<file path="config.mk">
export PLATFORM = sky130hd
export DESIGN_NAME = cpu_stepper
export DESIGN_NICKNAME = d
export VERILOG_FILES = /design/src/rtl/cpu_stepper_pkg.sv /design/src/rtl/cpu_stepper_phase.sv /design/src/rtl/cpu_stepper.sv
export SDC_FILE = /design/constraint.sdc
export NUM_CORES = 1
export LEC_CHECK = 0
export CORE_UTILIZATION = 26
export DETAILED_ROUTE_END_ITERATION = 7
export PLACE_DENSITY = 0.47
export SYNTH_ARGS = -nofsm -noshare
export SYNTH_HDL_FRONTEND = slang
export SYNTH_SLANG_ARGS = --single-unit
export TNS_END_PERCENT = 100
</file>
<file path="constraint.sdc">
create_clock -name clk -period 1.09 [get_ports clk]
set_input_delay 0.218 -clock clk [delete_from_list [all_inputs] [get_ports clk]]
set_output_delay 0.218 -clock clk [all_outputs]
set_load 0.01 [all_outputs]
</file>
<file path="src/rtl/cpu_stepper_pkg.sv">
// Shared definitions for the instruction-cycle sequencer: phase encodings,
// legal step-count range and the phase-to-strobe decode.
package cpu_stepper_pkg;

    localparam int unsigned NSTEPS_MIN = 2;
    localparam int unsigned NSTEPS_MAX = 8;
    localparam int unsigned PHASE_W    = 3;

    typedef enum logic [PHASE_W-1:0] {
        IDLE = 3'd0,
        P0   = 3'd1,
        P1   = 3'd2,
        P2   = 3'd3,
        P3   = 3'd4
    } phase_e;

    typedef struct packed {
        logic clke;
        logic clks;
    } strobe_t;

    // clks sits strictly inside the clke window: P0/P2 enable only, P1 both
    function automatic strobe_t phase_strobes(input phase_e ph);
        strobe_t s;
        s = '0;
        case (ph)
            P0:      s.clke = 1'b1;
            P1:      begin s.clke = 1'b1; s.clks = 1'b1; end
            P2:      s.clke = 1'b1;
            default: s = '0;
        endcase
        return s;
    endfunction

endpackage

</file>
<file path="src/rtl/cpu_stepper_phase.sv">
// Five-state phase FSM (IDLE, P0..P3) with registered clke/clks and a
// combinational adv_c strobe marking the P3->P0 transition.
module cpu_stepper_phase
    import cpu_stepper_pkg::*;
(
    input  logic clk,
    input  logic reset,
    input  logic run,
    input  logic go,
    output logic clke,
    output logic clks,
    output logic adv_c
);

    phase_e  state;
    phase_e  state_nxt;
    logic    paused;
    logic    paused_nxt;
    strobe_t strobe_nxt;

    // State register; strobes are registered from the next-state decode
    always_ff @(posedge clk or negedge reset) begin
        if (!reset) begin
            state  <= IDLE;
            paused <= 1'b0;
            clke   <= 1'b0;
            clks   <= 1'b0;
        end else begin
            state  <= state_nxt;
            paused <= paused_nxt;
            clke   <= strobe_nxt.clke;
            clks   <= strobe_nxt.clks;
        end
    end

    // A frozen phase is re-presented for one edge on resume before advancing
    always_comb begin
        state_nxt  = state;
        paused_nxt = paused;
        adv_c      = 1'b0;
        if (!run) begin
            if (state != IDLE) paused_nxt = 1'b1;
        end else begin
            paused_nxt = 1'b0;
            case (state)
                IDLE: state_nxt = P0;
                P0:   if (!paused) state_nxt = P1;
                P1:   if (!paused) state_nxt = P2;
                P2:   if (!paused) state_nxt = P3;
                P3: begin
                    if (go) begin
                        state_nxt = P0;
                        adv_c     = 1'b1;
                    end
                end
                default: state_nxt = IDLE;
            endcase
        end
    end

    // Strobes drop while frozen
    always_comb begin
        strobe_nxt = '0;
        if (run) strobe_nxt = phase_strobes(state_nxt);
    end

endmodule

</file>
<file path="src/rtl/cpu_stepper.sv">
// Instruction-cycle sequencer top: one-hot step ring, step_clr mux and
// cycle_done pulse around the phase FSM. SINGLE_STEP_EN adds step_go gating.
module cpu_stepper
    import cpu_stepper_pkg::*;
#(
    parameter int unsigned NSTEPS = 6
) (
    input  logic              clk,
    input  logic              reset,
    input  logic              run,
    input  logic              step_clr,
`ifdef SINGLE_STEP_EN
    input  logic              step_go,
`endif
    output logic              clke,
    output logic              clks,
    output logic [NSTEPS-1:0] step,
    output logic              cycle_done
);

    if (NSTEPS < NSTEPS_MIN || NSTEPS > NSTEPS_MAX) begin : g_bad_nsteps
        $error("cpu_stepper: NSTEPS out of range");
    end

    logic              go;
    logic              adv_c;
    logic [NSTEPS-1:0] step_rot;

`ifdef SINGLE_STEP_EN
    assign go = step_go;
`else
    assign go = 1'b1;
`endif

    cpu_stepper_phase u_phase (
        .clk   (clk),
        .reset (reset),
        .run   (run),
        .go    (go),
        .clke  (clke),
        .clks  (clks),
        .adv_c (adv_c)
    );

    assign step_rot = {step[NSTEPS-2:0], step[NSTEPS-1]};

    // Step ring advances only on P3->P0; a wrap and a clear give one pulse
    always_ff @(posedge clk or negedge reset) begin
        if (!reset) begin
            step       <= NSTEPS'(1);
            cycle_done <= 1'b0;
        end else begin
            cycle_done <= 1'b0;
            if (adv_c) begin
                step       <= step_clr ? NSTEPS'(1) : step_rot;
                cycle_done <= step_clr | step[NSTEPS-1];
            end
        end
    end

endmodule

</file>
==> results.md <==
* Status: finished, violations left
* Failing checks: negative setup slack
* Starting Density at 0.276
* CP required at 0.87 ns
* R2R cell count at 3
* Buffers added on ports at 12
* Row count at 17
* Worst Setup End Kind: output port
* CTS root buffer: clkbuf_4
* # H-tree levels at 1
* Layout cell share with drive strength beyond 1 at 0.537
* Sequential area share after synthesis at 0.540
* Synthesized flop and latch total at 13
* Largest net degree at the start of global routing at 14
* Worst EP arrival at slightly above 0.9 ns
* Reg power frac at 0.401
* Sw frac at 0.314
* Wire per inst at 11.4 microns
* Vias in the first global route at 530
* Via Count at 541
* Slew Limit Fails at 0
* Area post-placement at 853 sq um
* Final net count at 100
* Logic pwr share at 0.442
* Final period utilization at 1.03
* Cell Chain, Critical Path: buf_6
* Reg-to-reg setup timing slack at -0.01 ns
* CP max-delay cell: dfstp_2
* Tmin final at 1.13 ns
* LEAKAGE at approximately 0.46 nW
* Final worst setup slack at -0.0353 ns
* First-pass GRT wire length at 2230 microns
* Synth cell types at 20
* # hold bufs at CTS at 0
* Final core occ at 0.438
* Mapped Nets at 61
* Max Cap Violations at 0
* Placer Congestion at 0.722
* Initial DRC Count at 2
* Initial antenna violation count at 0
* Grt total ovfl at 0
* Power per cell area at 1930 nW/um^2
* Syn avg cell area at 10.6 sq um
* Drt via density at 4.40
* ANT cells at 0
* Die Span Y at 50.2 microns
* F_max at 889 MHz
* Peak VDD IR at between 1000 and 1500 uV
* TritonCTS clock tree: yes
* Router iterations before antenna repair at 2
* Final wirelength at 1410 microns
* Latest clock arrival within the worst-skew pair at approximately 0.27 ns
* Clock network power share at 0.157
* Critical path's top delay family: flip-flops
* Hold Crit Class: in -> async
* RSZ-0062 raised after global routing: yes
* Biggest cell delay along the critical path at about 0.54 ns
* CTS max path bufs at 2
* RR Endpoint: u_phase.clke
* Critical path type: reg -> out
* DPL Wire Length at 843 microns
* Crit start category: flip-flop
* Mapped Area at 604 sq um
* Post-route ant nets at 0
* Final hold viol count at 0
* Die width at 50.2 microns
* Total Routing Usage GR at 0.120
* CTS Buf Count at 3
* Area delta synth->final at 58.8%
* Post-route design area at 960 sq um
* I/O pin cnt at 13
* Worst reg2reg path startpoint: u_phase.paused
* Int Power at 1.27 mW
* Worst path bufs/invs at 1
* Final setup viols at 4
* Measured slew at the worst slew-check pin at 0.279 ns
* Mapped Cells at 57
* CTS Sinks at 13
* Clock skew at 0.00588 ns
* Reg clk slew, reported paths at 0.08 ns
* Worst-path fanout max at 2
* Area of the die at between 2000 and 3000 sq um
* Residual DRC at 0
* Core area at 2190 sq um
* P_sw at 0.581 mW
* Slew HR at 0.814
* Yosys warning total at 0
## power by group through the flow
stage / combinational, mW / sequential (mW) / clock, mW
after floorplan: 0.260 / 0.754 / 0
after global placement: 0.660 / 0.715 / 0
after detailed placement: 0.661 / 0.715 / 0
after CTS: 0.737 / 0.735 / 0.316
after global routing: 0.900 / 0.761 / 0.334
final: 0.819 / 0.743 / 0.290
## layer usage
metal	routed length [microns]	share of wire	global-route usage
met5	0	0	0
met4	0	0	0.0619
met3	75	0.053	0.0333
met2	693	0.49	0.189
met1	637	0.45	0.150
## cell type report
class                      count  area, sq um
fill                         214         1230
multi-input combinational     42          300
inverter                       2         7.51
sequential                    13          330
tap                           28         35.0
timing repair buffer          34          260
clock buffer                   4         26.3
## kinds of logic (layout without fill, tap and decap cells)
| family | count (synthesis) | after routing | synth area share |
|---|---|---|---|
| AND/OR/NAND/NOR | 28 | 29 | 0.284 |
| buffers and inverters | 3 | 40 | 0.0311 |
| AO/OA/AOI/OAI | 13 | 13 | 0.145 |
| flip-flops | 13 | 13 | 0.540 |
## sequential cells by signal, summed over array words and instances, names as in the netlist
register and count:
cycle_done 1, step 6, u_phase.clke 1, u_phase.clks 1, u_phase.paused 1, u_phase.state 3
## per-stage QoR
step	TNS (ns)	setup slack (ns)	instances	power (mW)	hold WS, ns
6_report	-0.0499	-0.0353	123	1.85	0.255
5_1_grt	-0.290	-0.0710	123	1.99	0.269
4_1_cts	-0.0648	-0.0569	121	1.79	0.247
3_5_place_dp	-2.82	-0.314	110	1.38	0.545
3_3_place_gp	-2.68	-0.269	110	1.38	0.547
2_1_floorplan	0	0.0382	57	1.01	-0.0776
## placed cells by master (no fill, tap or decap), drive strengths merged, types with 2 or more instances in the layout
cell	n
nand2	8
nor2	5
dfrtp	12
inv	2
buf	30
o21ai	9
nand4bb	2
clkbuf	5
nor2b	2
clkdlybuf4s50	2
nand2b	7
a21oi	2
## what timing repair did
item | 4_1_cts | 5_1_grt
pin swaps | 2 | 9
gates cloned | 1 | 0
endpoints found under the setup margin | 15 | 13
buffers inserted | 6 | 2
gates resized for setup | 37 | 14
hold endpoints to repair | 0 | 0
## worst max-delay path by stage
stage                     start  slack (ns)  endpoint  cells past startpoint
6_report                step[0]       -0.04   step[0]                      1
5_1_grt                 step[0]       -0.07   step[0]                      1
4_1_cts                 step[0]       -0.06   step[0]                      1
3_5_place_dp                run       -0.31   step[0]                      4
3_3_place_gp                run       -0.27   step[0]                      4
2_1_floorplan  u_phase.state[0]        0.04   step[1]                      4
## Yosys cell counts (all sizes together)
master | count | share of area
or2 | 1 | 0.010
and3 | 1 | 0.010
nand2 | 8 | 0.050
a21oi | 2 | 0.017
and4bb | 1 | 0.021
o21ai | 9 | 0.11
nand2b | 7 | 0.072
nor4 | 1 | 0.010
inv | 2 | 0.012
nor2b | 2 | 0.021
nor2 | 5 | 0.031
a21o | 1 | 0.012
dfrtp | 12 | 0.50
buf | 1 | 0.019
nand3b | 1 | 0.012
o22ai | 1 | 0.010
nand4bb | 1 | 0.046
dfstp | 1 | 0.043
No activity file was read; power rests on OpenSTA's default activity.
